<file path="config.mk">
export PLATFORM = sky130hd
export DESIGN_NAME = draw_sequencer
export DESIGN_NICKNAME = d
export VERILOG_FILES = /design/src/rtl/draw_sequencer.sv
export SDC_FILE = /design/constraint.sdc
export NUM_CORES = 1
export LEC_CHECK = 0
export ABC_CLOCK_PERIOD_IN_PS = 2000
export BUFFER_PORTS_ARGS = -buffer_cell sky130_fd_sc_hd__buf_4
export CAP_MARGIN = 0
export CORE_MARGIN = 5
export CORE_UTILIZATION = 49
export CTS_CLUSTER_SIZE = 8
export DETAILED_ROUTE_END_ITERATION = 7
export PLACE_DENSITY = 0.79
export SLEW_MARGIN = 15
export SYNTH_ARGS = -nofsm -noshare
export SYNTH_HDL_FRONTEND = slang
export SYNTH_SLANG_ARGS = --single-unit
</file>
<file path="constraint.sdc">
create_clock -name clk -period 2 [get_ports clk]
set_input_delay 0.2 -clock clk [delete_from_list [all_inputs] [get_ports clk]]
set_output_delay 0.2 -clock clk [all_outputs]
set_load 0.1 [all_outputs]
</file>
<file path="src/rtl/draw_sequencer.sv">
// Draw sequencer: turns Key_0 press pulses into draw index Z, hold flag t and a
// seconds-remaining countdown; parks in DONE after the last draw until restart.
module draw_sequencer #(
  parameter int unsigned SEC_CYCLES = 50_000_000,
  parameter int unsigned HOLD_SECS  = 4,
  parameter int unsigned MAX_DRAWS  = 4
) (
  input  logic       clk,
  input  logic       rst,
  input  logic       key_press,
  input  logic       restart,
  output logic [3:0] Z,
  output logic       t,
  output logic [3:0] secs_left,
  output logic       done
);

  localparam int unsigned CW = (SEC_CYCLES > 1) ? $clog2(SEC_CYCLES) : 1;
  localparam logic [CW-1:0] SEC_LAST  = CW'(SEC_CYCLES - 1);
  localparam logic [3:0]    HOLD_INIT = 4'(HOLD_SECS);
  localparam logic [3:0]    DRAW_LAST = 4'(MAX_DRAWS - 1);
  localparam logic [3:0]    DRAW_MAX  = 4'(MAX_DRAWS);

  typedef enum logic [1:0] {
    ROLL,
    HOLD,
    DONE
  } state_e;

  state_e          state_q, state_d;
  logic [CW-1:0]   sec_cnt_q, sec_cnt_d;
  logic [3:0]      secs_q, secs_d;
  logic [3:0]      z_q, z_d;
  logic            t_q, t_d;
  logic            done_q, done_d;

  always_ff @(posedge clk or posedge rst) begin
    if (rst) begin
      state_q   <= ROLL;
      sec_cnt_q <= '0;
      secs_q    <= '0;
      z_q       <= '0;
      t_q       <= 1'b0;
      done_q    <= 1'b0;
    end else begin
      state_q   <= state_d;
      sec_cnt_q <= sec_cnt_d;
      secs_q    <= secs_d;
      z_q       <= z_d;
      t_q       <= t_d;
      done_q    <= done_d;
    end
  end

  always_comb begin
    state_d   = state_q;
    sec_cnt_d = sec_cnt_q;
    secs_d    = secs_q;
    z_d       = z_q;
    t_d       = t_q;
    done_d    = done_q;

    // restart outranks both a press and a hold expiry landing on the same edge
    if (restart) begin
      state_d   = ROLL;
      sec_cnt_d = '0;
      secs_d    = '0;
      z_d       = '0;
      t_d       = 1'b0;
      done_d    = 1'b0;
    end else begin
      unique case (state_q)
        ROLL: begin
          if (key_press) begin
            state_d   = HOLD;
            t_d       = 1'b1;
            secs_d    = HOLD_INIT;
            sec_cnt_d = '0;
          end
        end
        HOLD: begin
          if (sec_cnt_q == SEC_LAST) begin
            sec_cnt_d = '0;
            if (secs_q > 4'd1) begin
              secs_d = secs_q - 4'd1;
            end else begin
              secs_d = '0;
              if (z_q < DRAW_LAST) begin
                z_d     = z_q + 4'd1;
                t_d     = 1'b0;
                state_d = ROLL;
              end else begin
                z_d     = DRAW_MAX;
                done_d  = 1'b1;
                state_d = DONE;
              end
            end
          end else begin
            sec_cnt_d = sec_cnt_q + CW'(1);
          end
        end
        DONE: begin
        end
        default: state_d = ROLL;
      endcase
    end
  end

  assign Z         = z_q;
  assign t         = t_q;
  assign secs_left = secs_q;
  assign done      = done_q;

endmodule

</file>
==> results.txt <==
Syn nets: 230
RSZ-0062 raised after global routing: false
Max_cap viols: 0
Worst-margin pin slew: 625 ps
Yosys cell types: 51
Tcrit/Tclk final: 0.935
DP Cell Count: 293
Switching share of total power: 0.262
Initial Util: 0.498
Final min period: 1870 ps
Synth cell count leaders: dfrtp_1, nand2_1, nor2_1, a21oi_1, o21ai_0
Worst-path fanout max: 5
Nets: 259
Leak Pwr: 0.00112 uW
# hold bufs at CTS: 0
Setup violators final: 0
Synth top area share: 0.448
Status: complete, but fails checks
Final wirelength: 4.43 mm
Async set or reset register ratio after synthesis: 1.00
Area of the core: 4260 sq um
Pwr per Cell Area: 609 nW/um^2
Syn Inst Count: 222
Failing checks: hold timing
Total gr overflow: 0
Register area share after synthesis: 0.448
# diodes: 0
ANT nets after route: 0
TNS Setup: 0 ps
Synthesis-to-finish area growth: 16.2%
Die Wd: 75.8 um
WP data arrival: 2100 ps
Tot Pwr: 1500 uW
Largest net degree at the start of global routing: 18
Synthesized area per cell: 9.56 sq um
Final hold violation count: 15
Antenna violations before repair: 0
Vias in the first global route: 1,587
Hold WC Path Type: in -> async
Finished Layout Cells: 304
Max VDD drop: 0.525 mV
Relative slew slack: 0.583
Core Rows: 24
Dpl hpwl: 3.26 mm
CTS buffer count: 5
Die ar.: 5750 sq um
Cell taking the most area after synthesis: dfrtp_1
DR pass1 iterations: 5
Clock network fraction of total power: 0.359
Critical Path End Type: flip-flop
Clk sinks: 38
Setup CP Type: reg -> reg
Post-DR wirelength/cell: 14.6 um
Starting DRT DRC Count: 120
Layout Skew: 6.24 ps
Synth area leaders: dfrtp_1, nand2_1, nor2_1
Comb pwr share: 0.114
Max-slew violations: 0
DIE HEIGHT: 75.8 um
Netlist Area Pre-Place: 2120 sq um
Synth Flop Type: dfrtp_1
Layout fillers: 358
Ports: 14
Via Count: 1,731
Synth Warn #: 0
EDFF count, synth: 0
Htree depth: 2
CTS root buf: clkbuf_8
Sequential power share: 0.527
Worst-skew pair later-pin latency: 290 ps
Gr usage total: 0.173
Final hold slack: -9.92 ps
Psw: 393 uW
DRC errors left: 0
Data required time of the worst path: 2230 ps
First-pass GRT wire length: 7.56 mm
Drt via density: 5.69
Placer Congestion: 0.839
CTS tree: built
Most frequent cell after synthesis: dfrtp_1
Crit start category: flip-flop
PortBufs: 13
Share of layout cells above drive strength 1: 0.206
FF+latch count, synth: 38
Max Fclk: 535 MHz
Max clock buf depth: 2
Clk slew on worst S/H paths: 70 ps
Internal: 1110 uW
-- what timing repair did --
action | in CTS | in global routing
gates resized for setup | 1 | 1
pin swaps | 0 | 2
endpoints found under the setup margin | 1 | 11
hold endpoints to repair | 0 | 0
buffers inserted | 0 | 3
-- cell usage in the layout (no fill, tap or decap), types with 2 or more instances in the layout --
cell type  count
a21oi_1       14
a22o_1         2
a31oi_1        9
and2_1         2
and3_1         6
and4_1         3
buf_4         31
clkbuf_8       6
dfrtp_1       35
dfrtp_2        3
ha_1           4
inv_1          6
mux2i_1        3
nand2_1       25
nand2b_1       7
nand3_1       10
nand4_1        5
nor2_1        22
nor4_4         2
o21ai_0       13
o22ai_1        2
o41ai_1        2
or3_1          4
xnor2_1        2
xor2_1         8
-- registers in the layout, indices dropped and copies added (netlist names) --
name       cells
sec_cnt_q     26
Z              4
state_q        2
t              1
done           1
secs_left      4
-- worst max-delay path, stage by stage (launching register included) --
cell and delay [ps]:
dfrtp_1 450, nor4b_4 270, and4_1 300, buf_4 160, nand2_1 80, buf_4 150
nor4_1 210, a221o_1 190
-- power groups by stage --
stage / sequential [uW] / combinational [uW] / clock [uW]
2_1_floorplan: 839 / 85.7 / 0
3_3_place_gp: 806 / 168 / 0
3_5_place_dp: 807 / 170 / 0
4_1_cts: 792 / 170 / 551
5_1_grt: 794 / 188 / 590
6_report: 792 / 171 / 539
-- area by class of cell --
cell class,instances,area [sq um],share of cell area
clock buffers,7,86.3,0.0350
multi-input cells,169,1100,0.446
flip-flops and latches,38,955,0.387
repair buffers,31,233,0.0944
well taps,52,65.1,0.0264
clock inverters,1,5.00,0.00203
inverters,6,22.5,0.00914
-- per-stage QoR --
| step | hold slack [ps] | utilization | area (sq um) | setup WS [ps] |
|---|---|---|---|---|
| 4_1_cts | 30.8 | 0.572 | 2440 | 60.0 |
| 2_1_floorplan | 392 | - | 2130 | 10.8 |
| 5_1_grt | 56.5 | 0.578 | 2460 | 12.0 |
| 3_3_place_gp | 328 | 0.551 | 2350 | 63.9 |
| 3_5_place_dp | 338 | 0.551 | 2350 | 1.92 |
| 6_report | -9.92 | 0.578 | 2460 | 130 |
-- cells by family after synthesis --
group,after synthesis,synth area share
AO/OA/AOI/OAI,54,0.167
XOR/XNOR,10,0.0413
adder cells (fa/ha/maj),4,0.0236
buffers and inverters,15,0.0354
flip-flops,38,0.448
multiplexers,3,0.0142
AND/OR/NAND/NOR,98,0.271
-- metal layers --
layer | track usage | vias to the layer above | share of wire
met5 | 0 | - | 0
met4 | 0.0660 | 0 | 0.018
met3 | 0.0251 | 7 | 0.027
met2 | 0.254 | 26 | 0.46
met1 | 0.257 | 833 | 0.49
li1 | - | 865 | -
-- worst paths after layout --
check | startpoint | endpoint | slack (ps) | cells past startpoint
worst max-delay path | sec_cnt_q[10]$_DFFE_PP0P_ | secs_left[3]$_DFFE_PP0P_ | 130 | 7
worst min-delay path | rst | secs_left[3]$_DFFE_PP0P_ | -10 | 2
worst max register to register | sec_cnt_q[10]$_DFFE_PP0P_ | secs_left[3]$_DFFE_PP0P_ | 130 | 7
worst min register to register | sec_cnt_q[6]$_DFFE_PP0P_ | sec_cnt_q[6]$_DFFE_PP0P_ | 520 | 1
max in group asynchronous | rst | sec_cnt_q[4]$_DFFE_PP0P_ | 1390 | 3
min in group clk | restart | Z[0]$_DFFE_PP0P_ | 180 | 2
Power figures use the tool's default switching activity.
